### config.mk
export PLATFORM = sky130hd
export DESIGN_NAME = mem_port_arbiter
export DESIGN_NICKNAME = d
export VERILOG_FILES = /design/src/rtl/mem_port_arbiter.sv
export SDC_FILE = /design/constraint.sdc
export NUM_CORES = 1
export LEC_CHECK = 0
export ABC_CLOCK_PERIOD_IN_PS = 7750
export CAP_MARGIN = 20
export CORE_ASPECT_RATIO = 1.4
export CORE_MARGIN = 5
export CORE_UTILIZATION = 45
export CTS_BUF_LIST = sky130_fd_sc_hd__clkbuf_8
export DETAILED_ROUTE_END_ITERATION = 10
export GPL_ROUTABILITY_DRIVEN = 0
export PLACE_DENSITY_LB_ADDON = 0.05
export SYNTH_ARGS = -nofsm -noshare
export SYNTH_HDL_FRONTEND = slang
export SYNTH_SLANG_ARGS = --single-unit
### constraint.sdc
create_clock -name clk_i -period 7.75 [get_ports clk_i]
set_input_delay 1.55 -clock clk_i [delete_from_list [all_inputs] [get_ports clk_i]]
set_output_delay 1.55 -clock clk_i [all_outputs]
set_load 0.02 [all_outputs]
### src/rtl/mem_port_arbiter.sv
// Shares one single-ported memory between instruction fetch and data access, one transaction at a time.
// Optional ARB_ROUND_ROBIN_EN replaces fixed data-over-fetch priority with alternating priority on contention.
module mem_port_arbiter #(
  parameter int ADDR_W      = 32,
  parameter int DATA_W      = 32,
  parameter int TIMEOUT_CYC = 64
) (
  input  logic              clk_i,
  input  logic              rst_i,
  input  logic              if_req_i,
  input  logic [ADDR_W-1:0] if_addr_i,
  output logic              if_ack_o,
  output logic [DATA_W-1:0] if_rdata_o,
  input  logic              dm_req_i,
  input  logic              dm_we_i,
  input  logic [ADDR_W-1:0] dm_addr_i,
  input  logic [DATA_W-1:0] dm_wdata_i,
  output logic              dm_ack_o,
  output logic [DATA_W-1:0] dm_rdata_o,
  output logic              mem_req_o,
  output logic              mem_we_o,
  output logic [ADDR_W-1:0] mem_addr_o,
  output logic [DATA_W-1:0] mem_wdata_o,
  input  logic              mem_ack_i,
  input  logic [DATA_W-1:0] mem_rdata_i,
  output logic [1:0]        grant_o,
  output logic              stall_o,
  output logic              err_o
);

  localparam logic [1:0] ST_IDLE = 2'd0;
  localparam logic [1:0] ST_BUSY = 2'd1;
  localparam logic [1:0] ST_RESP = 2'd2;

  localparam int CNT_W = (TIMEOUT_CYC > 2) ? $clog2(TIMEOUT_CYC) : 1;
  localparam logic [CNT_W-1:0] CNT_LAST = CNT_W'(TIMEOUT_CYC - 1);

  logic [1:0]        state_q, state_d;
  logic              own_dm_q, own_dm_d;
  logic              we_q, we_d;
  logic [ADDR_W-1:0] addr_q, addr_d;
  logic [DATA_W-1:0] wdata_q, wdata_d;
  logic [CNT_W-1:0]  cnt_q, cnt_d;
  logic [DATA_W-1:0] if_rdata_q, if_rdata_d;
  logic [DATA_W-1:0] dm_rdata_q, dm_rdata_d;
  logic              err_q, err_d;
  logic              pick_dm;

`ifdef ARB_ROUND_ROBIN_EN
  // Pointer records the winner of the last contested grant; reset value means fetch.
  logic rr_last_dm_q, rr_last_dm_d;

  assign pick_dm = dm_req_i & (~if_req_i | ~rr_last_dm_q);

  always_comb begin
    rr_last_dm_d = rr_last_dm_q;
    if (state_q == ST_IDLE && if_req_i && dm_req_i) rr_last_dm_d = pick_dm;
  end

  always_ff @(posedge clk_i or posedge rst_i) begin
    if (rst_i) rr_last_dm_q <= 1'b0;
    else       rr_last_dm_q <= rr_last_dm_d;
  end
`else
  assign pick_dm = dm_req_i;
`endif

  always_comb begin
    state_d    = state_q;
    own_dm_d   = own_dm_q;
    we_d       = we_q;
    addr_d     = addr_q;
    wdata_d    = wdata_q;
    cnt_d      = cnt_q;
    if_rdata_d = if_rdata_q;
    dm_rdata_d = dm_rdata_q;
    err_d      = err_q;
    case (state_q)
      ST_IDLE: begin
        if (if_req_i || dm_req_i) begin
          state_d  = ST_BUSY;
          own_dm_d = pick_dm;
          we_d     = pick_dm & dm_we_i;
          addr_d   = pick_dm ? dm_addr_i : if_addr_i;
          wdata_d  = pick_dm ? dm_wdata_i : '0;
          cnt_d    = '0;
        end
      end
      ST_BUSY: begin
        // Ack takes precedence over a timeout landing on the same cycle.
        if (mem_ack_i) begin
          state_d = ST_RESP;
          if (!we_q) begin
            if (own_dm_q) dm_rdata_d = mem_rdata_i;
            else          if_rdata_d = mem_rdata_i;
          end
        end else if (cnt_q == CNT_LAST) begin
          state_d = ST_RESP;
          err_d   = 1'b1;
          if (own_dm_q) dm_rdata_d = '0;
          else          if_rdata_d = '0;
        end else begin
          cnt_d = cnt_q + 1'b1;
        end
      end
      ST_RESP: begin
        state_d = ST_IDLE;
        cnt_d   = '0;
      end
      default: state_d = ST_IDLE;
    endcase
  end

  always_ff @(posedge clk_i or posedge rst_i) begin
    if (rst_i) begin
      state_q    <= ST_IDLE;
      own_dm_q   <= 1'b0;
      we_q       <= 1'b0;
      addr_q     <= '0;
      wdata_q    <= '0;
      cnt_q      <= '0;
      if_rdata_q <= '0;
      dm_rdata_q <= '0;
      err_q      <= 1'b0;
    end else begin
      state_q    <= state_d;
      own_dm_q   <= own_dm_d;
      we_q       <= we_d;
      addr_q     <= addr_d;
      wdata_q    <= wdata_d;
      cnt_q      <= cnt_d;
      if_rdata_q <= if_rdata_d;
      dm_rdata_q <= dm_rdata_d;
      err_q      <= err_d;
    end
  end

  assign mem_req_o   = (state_q == ST_BUSY);
  assign mem_we_o    = we_q;
  assign mem_addr_o  = addr_q;
  assign mem_wdata_o = wdata_q;
  assign grant_o     = (state_q == ST_IDLE) ? 2'b00 : {own_dm_q, ~own_dm_q};
  assign if_ack_o    = (state_q == ST_RESP) & ~own_dm_q;
  assign dm_ack_o    = (state_q == ST_RESP) & own_dm_q;
  assign if_rdata_o  = if_rdata_q;
  assign dm_rdata_o  = dm_rdata_q;
  assign err_o       = err_q;
  assign stall_o     = (if_req_i & ~if_ack_o) | (dm_req_i & ~dm_ack_o);

endmodule
Word level (Yosys, flattened, before mapping). Index checks and enable logic that the tools add are counted.

Bitwise logic cells: 10. Reduce and logical (&&, ||, !) cells: 10. Multipliers: 0. Order comparisons: 0. Multiplexer cells: 21. Add/sub/neg operators: 1. Eq/ne operators: 8. Div/mod/pow operators: 0. Shift operators: 0.

Operator list (count): $mux W32 (12); $mux W6 (3); $pmux W6 S3 (1); $reduce_and A4 Y1 (3); $mux W2 (4); $ne A2 B2 Y1 const B (4); $add A6 B1 Y6 const B (1); $eq A6 B6 Y1 const B (1); $and A1 B1 Y1 (5); $not A1 Y1 (4); $pmux W2 S2 (1); $reduce_and A2 Y1 (2); $ne A3 B1 Y1 const B (1); $reduce_and A3 Y1 (1); $reduce_bool A3 Y1 (1); $eq A2 B1 Y1 const B (1); $eq A2 B2 Y1 const B (1); $logic_not A2 Y1 (1); $reduce_bool A2 Y1 (1); $logic_or A1 B1 Y1 (1); $or A1 B1 Y1 (1).

Memory bits (writable): 0. Latch bits: 0. Output and inout bits: 136. Flip-flop bits (word level): 139. Memory bits (read-only): 0. Logic and storage cells: 59. Memories kept: 0. Input bits: 134.

Longest topological paths before layout.
Word-level depth: 5. Mapped depth: 7. Depth with buffers taken out: 5.

Worst setup path after synthesis. OpenSTA, ideal clock, no wires.

Kind: input to output. Start: input dm_req_i. End: output stall_o. Path slack: 4.035 ns. Data required time: 6.200 ns. Stages: 3. Buffers on the path: 1. Arrival time: 2.165 ns. Path through: buf_2 inv_1 o22ai_1.

Longest elaborated chain between the ends: 2.

Ends and longest elaborated chain: start: declaration (line 14) `input logic dm_req_i,`; $and A1 B1 Y1 (line 148) `assign stall_o = (if_req_i & ~if_ack_o) | (dm_req_i & ~dm_ack_o);`; $or A1 B1 Y1 (line 148); end: declaration (line 27) `output logic stall_o,`.

Every way passes these cells.

Worst setup path after layout. Ends and elaborated chain as after synthesis.

==> metrics.md <==
| Metric | Value |
|---|---|
| Crit path DAT | `3.36 ns` |
| Hold_ws | `0.4765 ns` |
| Core ar. | `0.01225 sq mm` |
| Total GRT Usage | `23.06%` |
| RSZ-0062 raised after global routing | `no` |
| Starting Density | `45.55%` |
| Area delta synth->final | `56.39%` |
| Rows | `48` |
| Outcome | `completed` |
| Final period util | `63.29%` |
| Via density | `5.365` |
| LEAKAGE | `3.898 nW` |
| Clk sink count | `139` |
| Synthesized net count | `558` |
| CTS resizes | `0` |
| Antenna diodes | `0` |
| Synth top area share | `62.33%` |
| Largest cells by area after synthesis | `dfrtp_1, a22o_1, mux2i_1` |
| Nets@finish | `819` |
| WP data required | `6.20 ns` |
| Cell taking the most area after synthesis | `dfrtp_1` |
| Worst slew margin | `33.93%` |
| Die W | `104.1 um` |
| Pre-antenna DRT Iters | `5` |
| Final Critical Period | `4.905 ns` |
| Maxcap violations | `0` |
| Finished Cell Area | `0.008727 sq mm` |
| Routed WL | `16.80 mm` |
| Tightest Hold Check Type | `flip-flop to flip-flop` |
| WL per Instance | `19.86 um` |
| Hold path cells | `1` |
| Setup violations, final | `0` |
| Hold buffers post-CTS | `0` |
| Slew Limit Fails | `0` |
| Largest net degree at the start of global routing | `94` |
| Yosys warning count | `0` |
| Root Buffer | `clkbuf_8` |
| Worst skew pair latency | `0.42 ns` |
| R2R setup slack | `5.66 ns` |
| Maximum buffer depth of the clock tree | `2` |
| Number of synthesized register bits | `139` |
| Commonest non-fill, non-tap cell in the layout | `clkdlybuf4s50_1` |
| Setup Skew | `0.01229 ns` |
| Via count | `4539` |
| Reg2reg path depth | `4` |
| Initial antenna violation count | `0` |
| Die ar. | `0.01476 sq mm` |
| Post-synthesis cell area | `0.005580 sq mm` |
| Max rail drop VDD | `0.0001893 V` |
| CTS Buf Count | `17` |
| Share of layout cells above drive strength 1 | `10.63%` |
| CTS clk-pin slew, worst paths | `0.07 ns` |
| Worst Path Max Fanout | `35` |
| Critical path type | `input pin to primary output` |
| CTS tree | `built` |
| Post-layout util | `71.23%` |
| CTS H-tree depth | `4` |
| Dpl cells | `815` |
| Measured slew at the worst slew-check pin | `0.9910 ns` |
| Syn avg cell area | `13.19 sq um` |
| I/O pin cnt | `270` |
| Final global-route overflow total | `0` |
| Reg2reg end | `dm_rdata_o[0]$_DFFE_PP0P_` |
| Crit end category | `primary output` |
| Setup TNS Final | `0 ns` |
| Setup fix buffers added after clock tree synthesis | `0` |
| DP Area | `0.008302 sq mm` |
| Residual DRC | `0` |
| Post-route ant nets | `0` |
| Synth Instances | `423` |
| Hold endpoint | `err_o$_DFFE_PP0P_` |
| CP Launch Type | `input pin` |
| Die Span Y | `141.8 um` |
| HPWL Detailed | `12.39 mm` |
| First-pass GRT wire length | `27.01 mm` |
| Starting DRT DRC Count | `192` |
| Hold_sp | `err_o$_DFFE_PP0P_` |
| Max Freq | `0.2039 GHz` |
| Finished Layout Cells | `846` |
| Fill cells | `915` |
| Seq/Total Area, Yosys | `62.33%` |
| Vias in the first global route | `4926` |
| Fin. Hold Viols | `0` |
| Distinct cells, synth | `40` |
| Pwr/cell area | `412.9 mW/mm^2` |
| Worst r2r src | `state_q[0]$_DFFE_PP0P_` |
| Most frequent cells in the layout | `clkdlybuf4s50_1, dfrtp_1, a22o_1, nand2_1` |
| Buffers on Ports | `269` |
-- area by class of cell --
cell class / instances / area (sq um) / area share [%]
clock buffers: 18 / 247.7 / 2.839
clock inverters: 13 / 177.7 / 2.036
inverters: 8 / 35.03 / 0.4014
multi-input cells: 244 / 1856 / 21.26
flip-flops and latches: 139 / 3478 / 39.86
well taps: 150 / 187.7 / 2.151
repair buffers: 274 / 2745 / 31.46
-- per-stage QoR --
stage | setup WS, ns | power (mW)
floorplan | 2.475 | 2.133
global placement | 2.852 | 2.950
detailed placement | 2.834 | 2.999
CTS | 2.815 | 3.642
global route | 2.682 | 3.816
finish | 2.845 | 3.603
-- per-layer routing --
metal	GRT usage, %	share of wire (%)	up-vias
li1	-	-	2074
met4	9.072	2.0	0
met5	0	0	-
met1	27.39	38	2218
met3	9.103	9.6	27
met2	37.70	50	220
-- Yosys cell counts --
| cell | count |
|---|---|
| a21o_1 | 1 |
| inv_1 | 8 |
| dfrtp_1 | 139 |
| o21ai_2 | 2 |
| nor4_4 | 1 |
| buf_6 | 13 |
| or2_2 | 1 |
| nor3b_4 | 1 |
| a211oi_1 | 1 |
| nand2b_4 | 1 |
| o22ai_1 | 2 |
| nand3b_1 | 1 |
| ha_1 | 1 |
| o21bai_2 | 1 |
| nor4_1 | 1 |
| a22o_1 | 69 |
| a32o_1 | 2 |
| a22o_2 | 24 |
| nor2b_1 | 2 |
| o21ai_0 | 33 |
| o21a_1 | 1 |
| a21oi_1 | 8 |
| o31ai_1 | 1 |
| nor3_2 | 1 |
| and3b_2 | 1 |
| nand3_2 | 1 |
| a31o_2 | 1 |
| nand2_1 | 38 |
| buf_4 | 1 |
| and2b_2 | 1 |
| or3_2 | 1 |
| nor2_1 | 7 |
| a31oi_1 | 1 |
| buf_2 | 7 |
| clkbuf_1 | 11 |
| and2_2 | 1 |
| o2bb2ai_1 | 2 |
| nor3b_1 | 1 |
| mux2i_1 | 33 |
| o41ai_1 | 1 |
-- where the power goes --
part           internal (mW)  switching, mW  total [mW]
sequential              1.04          0.210        1.25
combinational          0.861          0.866        1.73
clock                  0.355          0.270       0.625
total                   2.26           1.35        3.60
-- registers in the layout (all words and copies together), names as in the netlist --
name         cells
if_rdata_o      32
dm_rdata_o      32
mem_wdata_o     32
mem_addr_o      32
err_o            1
cnt_q            6
state_q          2
own_dm_q         1
mem_we_o         1
-- cells by family after synthesis --
logic type	synth area share [%]
compound gates	21.19
flops	62.33
simple gates	5.673
buf+inv	4.664
mux	5.919
fa+ha+maj	0.2242
-- worst max path at each step --
stage | start | to | slack [ns]
after floorplan | rst_i | cnt_q[0]$_DFFE_PP0P_ | 2.48
after global placement | dm_req_i | stall_o | 2.85
after detailed placement | dm_req_i | stall_o | 2.83
after CTS | dm_req_i | stall_o | 2.81
after global routing | dm_req_i | stall_o | 2.68
final | dm_req_i | stall_o | 2.84
-- critical path: stages --
cell and delay [ns]:
buf_2 0.74, inv_1 0.22, o22ai_1 0.21, clkdlybuf4s50_1 0.63
Power figures use the tool's default switching activity.
